## src/rtl/movem_mask_sequencer.sv

```systemverilog
// Register-mask sequencer for MOVEM-class multi-register transfers.
// Walks the set bits of a latched mask lowest-first, one transfer per
// accepted cycle, presenting register index and effective address.
module movem_mask_sequencer #(
    parameter int MASK_W = 16,
    parameter int IDX_W  = 4,
    parameter int ADDR_W = 24
) (
    input  logic              MCLK,
    input  logic              reset,
    input  logic              start,
    input  logic              abort,
    input  logic [MASK_W-1:0] mask,
    input  logic              reverse,
    input  logic              decrement,
    input  logic              long_sz,
    input  logic [ADDR_W-1:0] base_addr,
    input  logic              adv,
    output logic              busy,
    output logic              valid,
    output logic [IDX_W-1:0]  reg_idx,
    output logic [ADDR_W-1:0] addr,
    output logic              last,
    output logic              done,
    output logic              empty,
    output logic [ADDR_W-1:0] final_addr
);

    typedef enum logic [1:0] {
        IDLE = 2'd0,
        SCAN = 2'd1,
        DONE = 2'd2
    } state_t;

    state_t            state_r;
    logic [MASK_W-1:0] msk_r;
    logic [ADDR_W-1:0] ptr_r;
    logic              long_r;
    logic              dec_r;
    logic              rev_r;
    logic              empty_r;
    logic [ADDR_W-1:0] final_addr_r;

    logic [IDX_W-1:0]  k_s;
    logic [MASK_W-1:0] msk_clr_s;
    logic [ADDR_W-1:0] step_s;
    logic [ADDR_W-1:0] ptr_dn_s;
    logic [ADDR_W-1:0] ptr_nxt_s;
    logic              last_s;

    // Index of the lowest set bit; zero when no bit is set.
    function automatic logic [IDX_W-1:0] find_first_set(input logic [MASK_W-1:0] m);
        logic [IDX_W-1:0] r;
        r = '0;
        for (int i = MASK_W - 1; i >= 0; i--) begin
            r = m[i] ? IDX_W'(i) : r;
        end
        return r;
    endfunction

    // Current-bit selection and pointer arithmetic, all from registered state.
    always_comb begin
        k_s            = find_first_set(msk_r);
        msk_clr_s      = msk_r;
        msk_clr_s[k_s] = 1'b0;
        step_s         = long_r ? ADDR_W'(4) : ADDR_W'(2);
        ptr_dn_s       = ptr_r - step_s;
        if (dec_r) begin
            ptr_nxt_s = ptr_dn_s;
        end else begin
            ptr_nxt_s = ptr_r + step_s;
        end
        last_s = (msk_clr_s == '0);
    end

    // Output decode: transfer fields are live only in SCAN, zero otherwise.
    // The mask is walked in its raw order; with reverse set the index is
    // mirrored (MASK_W is a power of two, so MASK_W-1-k is ~k), which gives
    // the predecrement layout where mask bit 0 names the highest register.
    always_comb begin
        busy       = (state_r != IDLE);
        done       = (state_r == DONE);
        empty      = empty_r;
        final_addr = final_addr_r;
        if (state_r == SCAN) begin
            valid   = 1'b1;
            reg_idx = rev_r ? ~k_s : k_s;
            addr    = dec_r ? ptr_dn_s : ptr_r;
            last    = last_s;
        end else begin
            valid   = 1'b0;
            reg_idx = '0;
            addr    = '0;
            last    = 1'b0;
        end
    end

    // Sequencer state machine: load on start, consume bits on adv, abort wins.
    always_ff @(posedge MCLK or posedge reset) begin
        if (reset) begin
            state_r      <= IDLE;
            msk_r        <= '0;
            ptr_r        <= '0;
            long_r       <= 1'b0;
            dec_r        <= 1'b0;
            rev_r        <= 1'b0;
            empty_r      <= 1'b0;
            final_addr_r <= '0;
        end else if (abort) begin
            state_r <= IDLE;
            msk_r   <= '0;
            empty_r <= 1'b0;
        end else begin
            case (state_r)
                IDLE: begin
                    if (start) begin
                        msk_r  <= mask;
                        ptr_r  <= base_addr;
                        long_r <= long_sz;
                        dec_r  <= decrement;
                        rev_r  <= reverse;
                        if (mask != '0) begin
                            state_r <= SCAN;
                        end else begin
                            state_r      <= DONE;
                            empty_r      <= 1'b1;
                            final_addr_r <= base_addr;
                        end
                    end
                end
                SCAN: begin
                    if (adv) begin
                        msk_r <= msk_clr_s;
                        ptr_r <= ptr_nxt_s;
                        if (last_s) begin
                            state_r      <= DONE;
                            final_addr_r <= ptr_nxt_s;
                        end
                    end
                end
                DONE: begin
                    state_r <= IDLE;
                    empty_r <= 1'b0;
                end
                default: begin
                    state_r <= IDLE;
                end
            endcase
        end
    end

endmodule

```

## config.mk

```make
export PLATFORM = sky130hd
export DESIGN_NAME = movem_mask_sequencer
export DESIGN_NICKNAME = d
export VERILOG_FILES = /design/src/rtl/movem_mask_sequencer.sv
export SDC_FILE = /design/constraint.sdc
export NUM_CORES = 1
export LEC_CHECK = 0
export ABC_AREA = 1
export CORE_ASPECT_RATIO = 0.9
export CORE_MARGIN = 8
export CORE_UTILIZATION = 50
export CTS_CLUSTER_SIZE = 40
export DETAILED_ROUTE_END_ITERATION = 10
export PLACE_DENSITY = 0.79
export RECOVER_POWER = 25
export SYNTH_ARGS = -nofsm -noshare
export SYNTH_HDL_FRONTEND = slang
export SYNTH_SLANG_ARGS = --single-unit
export TNS_END_PERCENT = 1
```

## constraint.sdc

```tcl
create_clock -name MCLK -period 9 [get_ports MCLK]
set_input_delay 1.8 -clock MCLK [delete_from_list [all_inputs] [get_ports MCLK]]
set_output_delay 1.8 -clock MCLK [all_outputs]
set_load 0.05 [all_outputs]
```

# Word-level counts from Yosys, hierarchy flattened
# Cells that the tools add are included.
word_totals:
  reg_bits: 70
  latchBits: 0
  ramBits: 0
  mem_bits_ro: 0
  wordCells: 88
  mem_count: 0
op_classes:
  n_addsub: 2
  mul: 0
  div_mod_pow: 0
  magnitude_cmp: 2
  eq_ne: 10
  n_shift: 0
  mux: 48
  n_bitwise: 4
  reduce_logical: 14
ops:
  columns: ["operator", "n"]
  rows:
  - ["two-way mux 24 bit", 9]
  - ["case mux 24 bit (2 select lines)", 2]
  - ["two-way mux 4 bit", 18]
  - ["two-way mux 16 bit", 3]
  - ["case mux 16 bit (2 select lines)", 1]
  - ["adder 24 x 3 -> 24 bit", 1]
  - ["subtractor 24 x 3 -> 24 bit", 1]
  - ["AND 16 bit", 1]
  - ["zero test 16 bit", 1]
  - ["NOT 16 bit", 1]
  - ["nonzero test 16 bit", 1]
  - ["!= test 3 bit, second input constant", 4]
  - ["AND reduction 3 bit", 4]
  - ["two-way mux 2 bit", 5]
  - ["!= test 2 bit, second input constant", 4]
  - ["two-way mux 1 bit", 6]
  - ["AND reduction 6 bit", 1]
  - ["nonzero test 3 bit", 2]
  - ["less-than comparator 4 x 5 -> 1 bit, second input constant", 1]
  - ["demux 1 bit (select 4 bit)", 1]
  - ["greater-or-equal comparator 4 x 1 -> 1 bit, second input constant", 1]
  - ["NOT 4 bit", 1]
  - ["case mux 2 bit (2 select lines)", 1]
  - ["AND reduction 4 bit", 1]
  - ["other kinds (8)", 9]

# Longest topological paths before layout
# Gate-level depths: netlist (run 1).
depth:
  word_depth: 27
  depth_mapped: 26

# Worst setup path before layout (run 1)
# No wires, ideal clock.
synth_timing:
  path_type: "flip-flop to output port"
  start: "register long_r"
  end: "output port addr[21]"
  t_arrival_ps: 3116
  slack_ps: 4084
  stages_incl_launch_ff: 16
  path_buffers: 0
  path_cell_list: "dfrtp_1 inv_1 ha_1 inv_1 fa_1 nor3_1 inv_1 nor2_1 nand2_1 nor3_1 nand3_1 nor2_1 a21oi_1 o21ai_0 nand2_1 a21oi_1"
synth_between:
  elab_chain_cells: 4
synth_rtl:
  columns: ["element", "line_no", "source"]
  rows:
  - ["start: declaration", "38", "logic long_r;"]
  - ["start signal: assignment", "119", "long_r <= long_sz;"]
  - ["two-way mux 3 bit", "66", "step_s = long_r ? ADDR_W'(4) : ADDR_W'(2);"]
  - ["subtractor 24 x 3 -> 24 bit", "67", "ptr_dn_s = ptr_r - step_s;"]
  - ["two-way mux 24 bit", "88", "addr = dec_r ? ptr_dn_s : ptr_r;"]
  - ["two-way mux 24 bit", "85", "if (state_r == SCAN) begin"]
  - ["end: declaration", "22", "output logic [ADDR_W-1:0] addr,"]
# Every way passes these cells.

# Worst setup path after layout (run 1)
# Ends and elaborated chain as after synthesis.

==> flow_summary.yaml, run 1 <==
yosys:
  yosysSeqAreaShare: 0.357
  synth-edff-count: 0
  synth_top_area_share: 0.357
  ys_seq_elements: 70
  synth_nets: 784
  ys_types: 38
  ys.flop_type: "dfrtp_1"
  netlist_top_cells_area: "dfrtp_1 (36%), nand2_1 (14%), o21ai_0 (8.2%), a21oi_1 (5.9%), inv_1 (5.6%)"
  avgSynthCellArea_um2: 6.73
  synth_cells: 730
  yosys_warnings: 0
  async_flop_share: 1.00
  syn-cell-area_um2: 4910
  synth_top_area_cell: "dfrtp_1"
clocking:
  insertion_delay_ns: 0.35
  cts_tree: "built"
  clkSlewWorstSetupHoldPaths_ns: 0.08
  cts.sinks: 70
  root_buffer: "clkbuf_8"
  cts_buffer_depth: 2
  htreeDepth: 3
  post_cts_resize_count: 0
  post-cts-setup-buffer-count: 0
  cts_hold_repair.buffers: 0
  cts_buffers: 9
detailed_routing:
  routedWlPerCell_um: 16.5
  first_iter_violations: 495
  ant_nets: 0
  totalWireLength_um: 15600
  vias_per_cell: 5.74
  first_pass_iters: 5
  vias: 5429
  drc: 0
critical_path:
  r2r_end: "ptr_r[3]"
  end_kind: "output port"
  cp_max_fo: 6
  cp-startpoint: "long_r"
  cp_slowest_cell: "clkdlybuf4s50_1"
  arrival_ns: 4.22
  worst_r2r_path_depth: 8
  reg2reg_slack_ns: 5.54
  startpoint_type: "register"
  worstSetupPathType: "register to output port"
  cpPeakStageDelay_ns: 0.87
  crit_top_cell: "inv_1"
  cp_cell_sequence: "inv_1 > ha_1 > inv_1 > fa_1 > nor3_1 > inv_1 > nor2_1 > nand2_1 > nor3_1 > nand3_1 > nor2_1 > a21oi_1 > o21ai_0 > nand2_1 > a21oi_1 > clkdlybuf4s50_1"
  worstReg2RegStart: "dec_r"
  crit_required_ns: 7.20
timing:
  finalSetupTns_ns: 0
  rsz0062_at_grt: "false"
  final_max_slew_viol_count: 71
  slew_headroom: -1.56
  fin_skew_ns: 0.0153
  tightest_slew_ns: 3.84
  period_needed_ns: 6.02
  hold_viol_final: 0
  fin_crit_sh: 0.669
  max_freq_ghz: 0.166
  setup_viol: 0
hold_path:
  min_path_type: "register to register"
  hold_start: "final_addr[15]"
  min_path_cells: 2
  hold_end: "final_addr[15]"
layout:
  final_common_cell: "nand2_1"
  antenna_cells_inserted: 0
  post-route-cell-area_um2: 6200
  layout.nets: 869
  drive_gt1_frac: 0.0524
  area_growth_pct: 26.3
  nFillCells: 897
  final_cell_mix: "nand2_1 (180), clkdlybuf4s50_1 (103), o21ai_0 (80), inv_1 (72), dfrtp_1 (70)"
placement:
  globalplace.congestion: 0.946
  portBuffers: 104
  hpwl_um: 11500
  placedInstanceArea_um2: 6000
die:
  die-width_um: 120
  initial_core_util: 0.511
  chipHeight_um: 110
  design.core.area_um2: 9610
  rows: 34
  dieArea_um2: 13300
  pin_count: 105
power_and_ir_drop:
  p_int_w: 0.00111
  p_per_area_nw_per_um2: 427
  pwr-share-clk: 0.104
  vdd_ir_drop_max_uv: 222
  power.switching_w: 0.00154
  p_sw_frac: 0.580
  p_leak_nw: 2.83
  power_frac_seq: 0.226
  combPwrFrac: 0.671
  power_w: 0.00265
global_route:
  grt-ovfl-total: 0
  grt_pass1_vias: 5050
  antenna_found_initial: 0
  grt.total_usage: 0.237
  grt_max_degree: 90
  grt_pass1_wl_um: 25400
outcome:
  violations: "max-capacitance violations, max-slew violations"
  outcome: "finished with violations"
flow_run:
  maxCapViolCount: 1
[how the worst max path moves through the flow]
| stage | to | slack, ns |
|---|---|---|
| 5_1_grt | addr[21] | 2.55 |
| 3_3_place_gp | addr[21] | 3.52 |
| 4_1_cts | addr[21] | 3.02 |
| 6_report | addr[21] | 2.98 |
| 3_5_place_dp | addr[21] | 3.43 |
| 2_1_floorplan | addr[21] | 4.08 |
[synth_stat cells (all sizes together), types with 2 or more instances]
cell type,instances
inv,78
ha,4
nor2,73
o21ai,86
a211oi,2
a31oi,3
xor2,9
o31ai,4
clkinv,4
nand2,187
o211ai,3
buf,9
nor3,14
a21oi,58
a21o,4
nand4,41
clkbuf,25
nor4,7
fa,2
dfrtp,70
o22ai,15
nand3,27
[sequential cells by signal (all words and copies together) (netlist names)]
name / flops
final_addr: 24
empty: 1
msk_r: 16
rev_r: 1
ptr_r: 24
long_r: 1
state_r: 2
dec_r: 1
[worst max-delay path: cells and delay by family, from the launching register on]
family,cells,cell delay (ns)
and+or+nand+nor,7,1.30
AOI/OAI and AO/OA,3,0.39
adders and majority gates,2,0.60
buffers and inverters,4,1.23
DFF,1,0.39
[power by group through the flow]
stage                     clock network [W]  registers (W)  logic [W]
final                              0.000275       0.000598    0.00178
after global routing               0.000292       0.000621    0.00194
after CTS                          0.000281       0.000595    0.00176
after detailed placement                  0       0.000598    0.00176
after global placement                    0       0.000591    0.00173
after floorplan                           0       0.000705    0.00115
[cells by family after synthesis]
logic type,after synthesis,share of synthesized area
DFF,70,0.357
and+or+nand+nor,351,0.320
AOI/OAI and AO/OA,178,0.195
adders and majority gates,6,0.0183
xor gates and xnor gates,9,0.0160
buffers and inverters,116,0.0932
[layout make-up]
class / count / area (µm²) / share of cell area
tap: 126 / 158 / 0.0254
clock inverter: 6 / 68.8 / 0.0111
multi-input combinational: 544 / 2710 / 0.437
timing repair buffer: 108 / 1070 / 0.172
sequential: 70 / 1750 / 0.282
clock buffer: 10 / 138 / 0.0222
inverter: 82 / 308 / 0.0496
[layer usage]
layer	up-vias	GRT usage	routed length (µm)
li1	2619	-	-
met1	2568	0.332	7240
met2	219	0.358	6820
met3	23	0.0535	1330
met4	0	0.0766	227
met5	-	0	0
[through the flow]
stage,instances,worst slack (ns),hold slack (ns),utilization
2_1_floorplan,730,4.08,0.513,-
3_3_place_gp,930,3.52,0.454,0.624
3_5_place_dp,930,3.43,0.457,0.624
4_1_cts,946,3.02,0.478,0.646
5_1_grt,946,2.55,0.502,0.645
6_report,946,2.98,0.475,0.645
No activity file was read; power rests on OpenSTA's default activity.
==> run 2, diff against run 1 <==
Settings changed: CORE_UTILIZATION 50 to 47, PLACE_DENSITY 0.79 to 0.78.
Clock period 9 ns to 4.95 ns, I/O delays scaled along.
==> flow_summary.yaml, run 2 (synthesis gave the netlist of run 1 again) <==
detailed_routing:
  wl_met1_um: 7140
  wl_met3_um: 1370
  vias_per_cell: 5.62
  first_iter_violations: 569
  vias: 5351
  top_layer_used: "met4"
  ant_nets: 0
  totalWireLength_um: 15800
  drc: 0
  met2WireLength_um: 7040
  first_pass_iters: 5
  routedWlPerCell_um: 16.6
clocking:
  clkSlewWorstSetupHoldPaths_ns: 0.06
  cts_tree: "built"
  htreeDepth: 3
  insertion_delay_ns: 0.34
  cts_buffers: 9
  cts_buffer_depth: 2
  cts.sinks: 70
  cts_hold_repair.buffers: 0
  root_buffer: "clkbuf_16"
critical_path:
  arrival_ns: 3.65
  end_kind: "output port"
  startpoint_type: "register"
  worst_r2r_path_depth: 18
  cp_max_fo: 6
  r2r_end: "ptr_r[23]"
  reg2reg_slack_ns: 1.40
  crit_required_ns: 3.96
  worstReg2RegStart: "long_r"
  worstSetupPathType: "register to output port"
timing:
  rsz0062_at_grt: "false"
  hold_viol_final: 0
  fin_crit_sh: 0.937
  setup_viol: 0
  finalSetupTns_ns: 0
  fin_skew_ns: 0.00655
  final_max_slew_viol_count: 37
  tightest_slew_ns: 2.02
  max_freq_ghz: 0.216
  period_needed_ns: 4.64
  slew_headroom: -0.344
placement:
  globalplace.congestion: 0.908
  hpwl_um: 11800
  portBuffers: 104
power_and_ir_drop:
  vdd_ir_drop_max_uv: 462
  p_leak_nw: 2.99
  power_w: 0.00496
  p_per_area_nw_per_um2: 786
layout:
  fin_util: 0.619
  layout.nets: 872
  antenna_cells_inserted: 0
  nFillCells: 952
  drive_gt1_frac: 0.0632
  final_cell_mix: "nand2_1 (180), clkdlybuf4s50_1 (91), o21ai_0 (80), inv_1 (73), dfrtp_1 (70)"
  final_common_cell: "nand2_1"
  area_growth_pct: 28.5
hold_path:
  min_path_type: "register to register"
  min_path_cells: 2
  hold_start: "final_addr[17]"
  hold_end: "final_addr[17]"
die:
  rows: 35
  pin_count: 105
  design.core.area_um2: 10200
  die-width_um: 124
  initial_core_util: 0.481
  dieArea_um2: 14000
  chipHeight_um: 113
global_route:
  grt_pass1_wl_um: 25500
  antenna_found_initial: 0
  grt.total_usage: 0.227
  grt_max_degree: 67
  grt_pass1_vias: 5068
  grt-ovfl-total: 0
flow_run:
  maxCapViolCount: 1
outcome:
  outcome: "finished with violations"
  violations: "max-capacitance violations, max-slew violations"
-- run 2: changes by cell type in the layout (fill, tap and decap cells not counted), moves of 6 or more --
cell and change:
clkdlybuf4s50_1 -12, dlymetal6s2s_1 +6, buf_4 +7, clkbuf_8 -9
clkbuf_16 +9
-- run 2: where the power goes --
part / total, W / switching [W] / internal [W]
registers: 0.00106 / 0.000246 / 0.000818
logic: 0.00328 / 0.00232 / 0.000962
clock network: 0.000617 / 0.000261 / 0.000355
-- run 2: final cells by class --
cell class	count	area, µm²	area share
Tap cell	129	161	0.0256
Multi-Input combinational cell	544	2720	0.430
Clock inverter	6	46.3	0.00733
Timing Repair Buffer	111	1090	0.173
Clock buffer	10	239	0.0379
Sequential cell	70	1750	0.277
Inverter	82	308	0.0488
-- run 2: worst max-delay path, stage by stage, from the launching register on --
cell and delay [ns]:
dfrtp_1 0.39, inv_1 0.22, ha_1 0.24, inv_1 0.06, fa_1 0.38, nor3_1 0.25, inv_1 0.09, nor2_1 0.17
nand2_1 0.11, nor3_2 0.28, nand3_1 0.18, nor2_1 0.19, a21oi_1 0.08, o21ai_0 0.08, nand2_1 0.09, a21oi_1 0.23
buf_4 0.25
-- run 2: worst max-delay path by stage --
| stage | startpoint | end | slack [ns] | depth (start not counted) |
|---|---|---|---|---|
| 6_report | long_r | addr[21] | 0.31 | 16 |
| 2_1_floorplan | long_r | addr[21] | 0.84 | 15 |
| 5_1_grt | long_r | addr[18] | 0.06 | 14 |
| 3_3_place_gp | long_r | addr[13] | 0.48 | 14 |
| 3_5_place_dp | long_r | addr[13] | 0.30 | 14 |
| 4_1_cts | long_r | addr[11] | 0.1 | 14 |
-- run 2: timing repair --
action | 4_1_cts | 5_1_grt
endpoints found under the setup margin | 1 | 10
buffers inserted | 0 | 0
resized for setup | 1 | 9
-- run 2: through the flow --
stage	area [µm²]	std cells	hold slack, ns	setup slack [ns]
4_1_cts	6300	952	0.475	0.0998
3_3_place_gp	6020	936	0.452	0.480
2_1_floorplan	4910	730	0.513	0.844
6_report	6310	952	0.471	0.310
3_5_place_dp	6020	936	0.459	0.300
5_1_grt	6310	952	0.489	0.0642
-- run 2: metal layers --
| metal | global-route usage | up-vias |
|---|---|---|
| met2 | 0.341 | 225 |
| met5 | 0 | - |
| met3 | 0.0373 | 24 |
| met1 | 0.325 | 2475 |
| met4 | 0.0666 | 0 |
| li1 | - | 2627 |
